--- config.mk ---
export PLATFORM = sky130hd
export DESIGN_NAME = ps2_key_ctrl
export DESIGN_NICKNAME = d
export VERILOG_FILES = /design/src/rtl/ps2_pkg.sv /design/src/rtl/ps2_key_ctrl_bcd_cnt2.sv /design/src/rtl/ps2_key_ctrl.sv
export SDC_FILE = /design/constraint.sdc
export NUM_CORES = 1
export LEC_CHECK = 0
export CAP_MARGIN = 20
export CORE_UTILIZATION = 25
export CTS_CLUSTER_DIAMETER = 150
export DETAILED_ROUTE_END_ITERATION = 10
export GPL_ROUTABILITY_DRIVEN = 0
export PLACE_DENSITY_LB_ADDON = 0.2
export SYNTH_ARGS = -nofsm -noshare
export SYNTH_HDL_FRONTEND = slang
export SYNTH_HIERARCHICAL = 1
export SYNTH_SLANG_ARGS = --single-unit
--- constraint.sdc ---
create_clock -name clk -period 5.2 [get_ports clk]
set_input_delay 1.04 -clock clk [delete_from_list [all_inputs] [get_ports clk]]
set_output_delay 1.04 -clock clk [all_outputs]
set_load 0.01 [all_outputs]
--- src/rtl/ps2_pkg.sv ---
// Shared constants and types for the PS/2 key sequencer.
// Optional shift-key handling is enabled with the PS2_SHIFT_EN macro.
package ps2_pkg;

    localparam logic [7:0] PS2_BREAK  = 8'hF0;
    localparam logic [7:0] PS2_EXT    = 8'hE0;
    localparam logic [7:0] PS2_LSHIFT = 8'h12;
    localparam logic [7:0] PS2_RSHIFT = 8'h59;

    typedef enum logic [2:0] {
        IDLE,
        FETCH,
        DECODE,
        ROM_REQ,
        ROM_WAIT,
        UPDATE
    } state_e;

    typedef logic [3:0] bcd_t;

    function automatic logic is_shift(input logic [7:0] b);
        return (b == PS2_LSHIFT) || (b == PS2_RSHIFT);
    endfunction

endpackage

--- src/rtl/ps2_key_ctrl_bcd_cnt2.sv ---
// Two-digit BCD counter with increment strobe; wraps 99 -> 00.
// Cleared only by the asynchronous reset.
module bcd_cnt2
    import ps2_pkg::*;
(
    input  logic       clk,
    input  logic       rst_n,
    input  logic       inc,
    output logic [7:0] cnt
);

    bcd_t units_q, units_d;
    bcd_t tens_q, tens_d;

    always_comb begin
        units_d = units_q;
        tens_d  = tens_q;
        if (inc) begin
            if (units_q == 4'd9) begin
                units_d = 4'd0;
                tens_d  = (tens_q == 4'd9) ? 4'd0 : tens_q + 4'd1;
            end else begin
                units_d = units_q + 4'd1;
            end
        end
    end

    always_ff @(posedge clk or negedge rst_n) begin
        if (!rst_n) begin
            units_q <= 4'd0;
            tens_q  <= 4'd0;
        end else begin
            units_q <= units_d;
            tens_q  <= tens_d;
        end
    end

    assign cnt = {tens_q, units_q};

endmodule

--- src/rtl/ps2_key_ctrl.sv ---
// PS/2 scan-code sequencer: pops bytes, parses prefixes, looks up ASCII.
// Optional shift-key handling is enabled with the PS2_SHIFT_EN macro.
module ps2_key_ctrl
    import ps2_pkg::*;
#(
    parameter int ROM_LAT    = 1,
    parameter int CNT_DIGITS = 2
) (
    input  logic       clk,
    input  logic       rst_n,
    input  logic [7:0] data,
    input  logic       ready,
    input  logic       overflow,
    output logic       nextdata_n,
    output logic [7:0] rom_addr,
    output logic       rom_rd_en,
    input  logic [7:0] rom_data,
    output logic [7:0] key_code,
    output logic [7:0] ascii,
    output logic [7:0] cnt_bcd,
    output logic       disp_en
);

    state_e     state_q, state_d;
    logic [7:0] byte_q, byte_d;
    logic       brk_q, brk_d;
    logic       ext_q, ext_d;
    logic       held_q, held_d;
    logic [7:0] held_code_q, held_code_d;
    logic [7:0] key_q, key_d;
    logic [7:0] ascii_q, ascii_d;
    logic       disp_q, disp_d;
    logic [7:0] addr_q, addr_d;
    logic [7:0] rdata_q, rdata_d;
    logic [1:0] wait_q, wait_d;
    logic       cnt_inc;
    logic [7:0] ascii_new;
    logic [CNT_DIGITS*4-1:0] cnt_w;
`ifdef PS2_SHIFT_EN
    logic       shift_q, shift_d;
`endif

    always_comb begin
        ascii_new = rdata_q;
`ifdef PS2_SHIFT_EN
        // Upper-case only the lower-case letter range while shift is held
        if (shift_q && rdata_q >= 8'h61 && rdata_q <= 8'h7A)
            ascii_new = rdata_q - 8'h20;
`endif
        if (ext_q)
            ascii_new = 8'h00;
    end

    always_comb begin
        state_d     = state_q;
        byte_d      = byte_q;
        brk_d       = brk_q;
        ext_d       = ext_q;
        held_d      = held_q;
        held_code_d = held_code_q;
        key_d       = key_q;
        ascii_d     = ascii_q;
        disp_d      = disp_q;
        addr_d      = addr_q;
        rdata_d     = rdata_q;
        wait_d      = wait_q;
        cnt_inc     = 1'b0;
`ifdef PS2_SHIFT_EN
        shift_d     = shift_q;
`endif
        case (state_q)
            IDLE: begin
                if (overflow) begin
                    brk_d = 1'b0;
                    ext_d = 1'b0;
                end else if (ready) begin
                    state_d = FETCH;
                end
            end
            FETCH: begin
                byte_d  = data;
                state_d = DECODE;
            end
            DECODE: begin
                state_d = IDLE;
                if (byte_q == PS2_BREAK) begin
                    brk_d = 1'b1;
                end else if (byte_q == PS2_EXT) begin
                    ext_d = 1'b1;
                end else if (brk_q) begin
                    if (held_q && byte_q == held_code_q) begin
                        held_d = 1'b0;
                        disp_d = 1'b0;
                    end
`ifdef PS2_SHIFT_EN
                    if (is_shift(byte_q))
                        shift_d = 1'b0;
`endif
                    brk_d = 1'b0;
                    ext_d = 1'b0;
                end else if (held_q && byte_q == held_code_q) begin
                    ext_d = 1'b0;
`ifdef PS2_SHIFT_EN
                end else if (is_shift(byte_q)) begin
                    shift_d = 1'b1;
                    ext_d   = 1'b0;
`endif
                end else if (ext_q) begin
                    state_d = UPDATE;
                end else begin
                    addr_d  = byte_q;
                    state_d = ROM_REQ;
                end
            end
            ROM_REQ: begin
                wait_d  = 2'd0;
                state_d = ROM_WAIT;
            end
            ROM_WAIT: begin
                if (wait_q == 2'(ROM_LAT - 1)) begin
                    rdata_d = rom_data;
                    state_d = UPDATE;
                end else begin
                    wait_d = wait_q + 2'd1;
                end
            end
            UPDATE: begin
                key_d       = byte_q;
                ascii_d     = ascii_new;
                held_code_d = byte_q;
                held_d      = 1'b1;
                disp_d      = 1'b1;
                cnt_inc     = 1'b1;
                ext_d       = 1'b0;
                state_d     = IDLE;
            end
            default: state_d = IDLE;
        endcase
    end

    always_ff @(posedge clk or negedge rst_n) begin
        if (!rst_n) begin
            state_q     <= IDLE;
            byte_q      <= 8'h00;
            brk_q       <= 1'b0;
            ext_q       <= 1'b0;
            held_q      <= 1'b0;
            held_code_q <= 8'h00;
            key_q       <= 8'h00;
            ascii_q     <= 8'h00;
            disp_q      <= 1'b0;
            addr_q      <= 8'h00;
            rdata_q     <= 8'h00;
            wait_q      <= 2'd0;
`ifdef PS2_SHIFT_EN
            shift_q     <= 1'b0;
`endif
        end else begin
            state_q     <= state_d;
            byte_q      <= byte_d;
            brk_q       <= brk_d;
            ext_q       <= ext_d;
            held_q      <= held_d;
            held_code_q <= held_code_d;
            key_q       <= key_d;
            ascii_q     <= ascii_d;
            disp_q      <= disp_d;
            addr_q      <= addr_d;
            rdata_q     <= rdata_d;
            wait_q      <= wait_d;
`ifdef PS2_SHIFT_EN
            shift_q     <= shift_d;
`endif
        end
    end

    bcd_cnt2 u_cnt (
        .clk   (clk),
        .rst_n (rst_n),
        .inc   (cnt_inc),
        .cnt   (cnt_w)
    );

    assign nextdata_n = (state_q != FETCH);
    assign rom_rd_en  = (state_q == ROM_REQ);
    assign rom_addr   = addr_q;
    assign key_code   = key_q;
    assign ascii      = ascii_q;
    assign disp_en    = disp_q;
    assign cnt_bcd    = cnt_w[7:0];

endmodule

==> flow_summary.toml <==
[detailed_routing]
detailed_routing_iterations_pass_1 = 4
final_antenna_net_count = 0
dr.first_iter.drc_count = 63
avgViaCountPerCell = 4.39
drt_wl_total_um = 5140
wl_met2_um = 2320
routed_met3_length_um = 281
m1WireLength_um = 2500
top_layer = "met4"
num_vias = 1716
route.detailed.wl_per_inst_um = 13.1
drc = 0

[synth]
synthDominantAreaCellType = "sky130_fd_sc_hd__dfrtp_1"
yosys_warnings = 6
yosys-top-cells-area = "sky130_fd_sc_hd__dfrtp_1 57%, sky130_fd_sc_hd__mux2_2 15%, sky130_fd_sc_hd__xor2_1 3.2%"
mappedNetlistArea_um2 = 2470
synth_enable_flop_cells = 0
synthesized_nets = 226
netlist.area_leader.share_pct = 56.8
yosys-mux-area-fraction_pct = 15.2
synth_seq_area_share_pct = 56.8
synth_cells = 205
yosys.cell_types.count = 39
yosys_register_bits = 56
synth_flop_cell = "sky130_fd_sc_hd__dfrtp_1"
synth-async-reset-ratio_pct = 100
fraction_of_the_mapped_netlist_area_in_simple_logic_gates_pct = 13.9
synth_top_family_by_area = "multiplexers"
compound_cell_area_share_of_the_yosys_netlist_pct = 7.15
syn-mean-instance-area_um2 = 12.0
synthXorXnorAreaFrac_pct = 4.26
yosys.area_share.adder_pct = 0.507

[cells_and_area]
layout.cells.most_common_list = "56 x sky130_fd_sc_hd__dfrtp_1, 53 x sky130_fd_sc_hd__clkdlybuf4s50_1, 32 x sky130_fd_sc_hd__mux2_2, 17 x sky130_fd_sc_hd__nand2_1, 12 x sky130_fd_sc_hd__o21ai_0"
flow.area_growth_from_synthesis_pct = 31.7
combined_area_of_the_multi_input_logic_cells_um2 = 1010
nNetsFinal = 282
n_antenna_cell = 0
nFillCells = 951
drive_gt1_share_pct = 19.5
final_common_cell = "sky130_fd_sc_hd__dfrtp_1"
final-seq-area_um2 = 1400

[clock_network]
root_buffer = "sky130_fd_sc_hd__clkbuf_8"
worst_case_clock_buffer_depth = 2
htree_num_levels = 2
insertion_delay_of_the_later_clocked_pin_in_the_worst_skew_pair_ps = 300
post-cts-setup-buffers = 0
hold_buffers = 0
numCtsBuffers = 5
clk_pin_slew_worst_paths_ps = 100
post_cts.resized_instances = 0
tritoncts = "yes"
cts_num_sinks = 56

[power_and_ir_drop]
pwr_density_cell_nw_per_um2 = 548
static-leakage-power_nw = 1.33
report.power.total_w = 0.00178
vdd_drop_max_mv = 0.239

[global_routing]
grt_start_max_net_pins = 57
grt_overflow_total = 0
total_grt_usage_pct = 11.0
antenna_found_initial = 0
grt_first_pass_wirelength_um = 8820
number_of_global_route_vias_before_repair = 1782

[timing]
fin_tns_setup_ps = 0
timing_worst_slew_pin_value_ps = 723
finalSetupViolations = 0
fin_crit_ps = 2820
timing.slew.headroom_pct = 51.8
skew_ps = 6.37
timing.final.hold_violations = 0
period_share_pct = 54.3
report.final.slew_viol_count = 0
rsz_0062_raised_after_global_routing = "no"
maxClockFrequency_ghz = 0.354

[worst_setup_path]
worst-setup-path-type = "flip-flop to output pin"
critical_path.endpoint_type = "output pin"
timing.critical_path.arrival_ps = 1780
worst_ep_required_time_ps = 4160
start_kind = "flip-flop"
r2r_setup_slack_ps = 3140
cp_max_fo = 12

[floorplan]
die-height_um = 101
dieWidth_um = 101
design.core.area_um2 = 9420
start_util_pct = 26.2
fp.dieArea_um2 = 10300
floorplan.io_pins = 55
num_rows = 35

[run_status]
result_of_the_run = "finished clean"

[run]
cap_violations = 0

[hold_path]
worstHoldPathType = "flip-flop to flip-flop"

[placed_design]
port_buffers = 54
detailed_place_hpwl_um = 3490
[cell type report]
| class | count | area share [%] |
|---|---|---|
| tap | 129 | 4.97 |
| multi-input combinational | 135 | 31.2 |
| inverter | 6 | 0.693 |
| sequential | 56 | 43.1 |
| timing repair buffer | 57 | 17.2 |
| clock inverter | 2 | 0.308 |
| clock buffer | 6 | 2.54 |
[metrics by stage]
step / hold slack, ps / worst slack, ps / area (µm²) / utilization, % / instances
after floorplan: 470 / 2960 / 2470 / - / 205
final: 485 / 2380 / 3250 / 34.5 / 391
after global routing: 535 / 2250 / 3250 / 34.5 / 391
after global placement: 462 / 2710 / 3160 / 33.5 / 383
after detailed placement: 471 / 2700 / 3160 / 33.5 / 383
after CTS: 495 / 2340 / 3250 / 34.5 / 391
[where the power goes]
group / switching (W) / total [W] / internal, W
clock: 0.000137 / 0.000244 / 0.000107
combinational: 0.000286 / 0.000738 / 0.000453
sequential: 0.000175 / 0.000799 / 0.000624
total: 0.000597 / 0.00178 / 0.00118
[final timing paths]
check                           start          end  depth (start not counted)
max in group asynchronous       rst_n  key_code[4]                          2
max                        state_q[2]   nextdata_n                          4
min reg2reg                  ascii[6]     ascii[6]                          2
max reg2reg                 byte_q[7]  rom_addr[2]                          5
min                          ascii[6]     ascii[6]                          2
min in group asynchronous       rst_n    byte_q[7]                          2
[cell usage after synthesis (2+ instances only)]
cell	count
sky130_fd_sc_hd__nor2_1	8
sky130_fd_sc_hd__inv_1	6
sky130_fd_sc_hd__nor3_1	5
sky130_fd_sc_hd__nand3b_1	2
sky130_fd_sc_hd__nand3_1	6
sky130_fd_sc_hd__mux2_2	32
sky130_fd_sc_hd__nor4_1	2
sky130_fd_sc_hd__a21oi_1	3
sky130_fd_sc_hd__nor2b_1	3
sky130_fd_sc_hd__clkbuf_1	8
sky130_fd_sc_hd__xnor2_1	3
sky130_fd_sc_hd__a22o_1	2
sky130_fd_sc_hd__xor2_1	9
sky130_fd_sc_hd__nand2b_1	9
sky130_fd_sc_hd__o21ai_0	12
sky130_fd_sc_hd__dfrtp_1	56
sky130_fd_sc_hd__nand2_1	17
[cells by family (layout without fill, tap and decap cells)]
group | count (synthesis) | in the layout
and+or+nand+nor | 62 | 62
buffers and inverters | 14 | 71
DFF | 56 | 56
adders and majority gates | 1 | 1
muxes | 33 | 33
AOI/OAI and AO/OA | 27 | 27
xor gates and xnor gates | 12 | 12
[routing by layer]
metal | vias to the layer above | GRT usage (%)
li1 | 825 | -
met1 | 838 | 14.6
met2 | 48 | 17.7
met3 | 5 | 3.11
met4 | 0 | 2.68
met5 | - | 0
[sequential cells by signal, indices dropped and copies added, names as in the netlist]
register and cells:
rom_addr 8, disp_en 1, wait_q 2, byte_q 8, u_cnt/tens_q 4, ext_q 1, state_q 3, key_code 8
brk_q 1, ascii 8, u_cnt/units_q 4, rdata_q 8
[worst max-delay path, cell delays in order (launching register included)]
cell	delay [ps]
sky130_fd_sc_hd__dfrtp_1	500
sky130_fd_sc_hd__nor3b_1	240
sky130_fd_sc_hd__buf_4	220
sky130_fd_sc_hd__inv_1	60
sky130_fd_sc_hd__clkdlybuf4s50_1	470
Power figures use the tool's default switching activity.
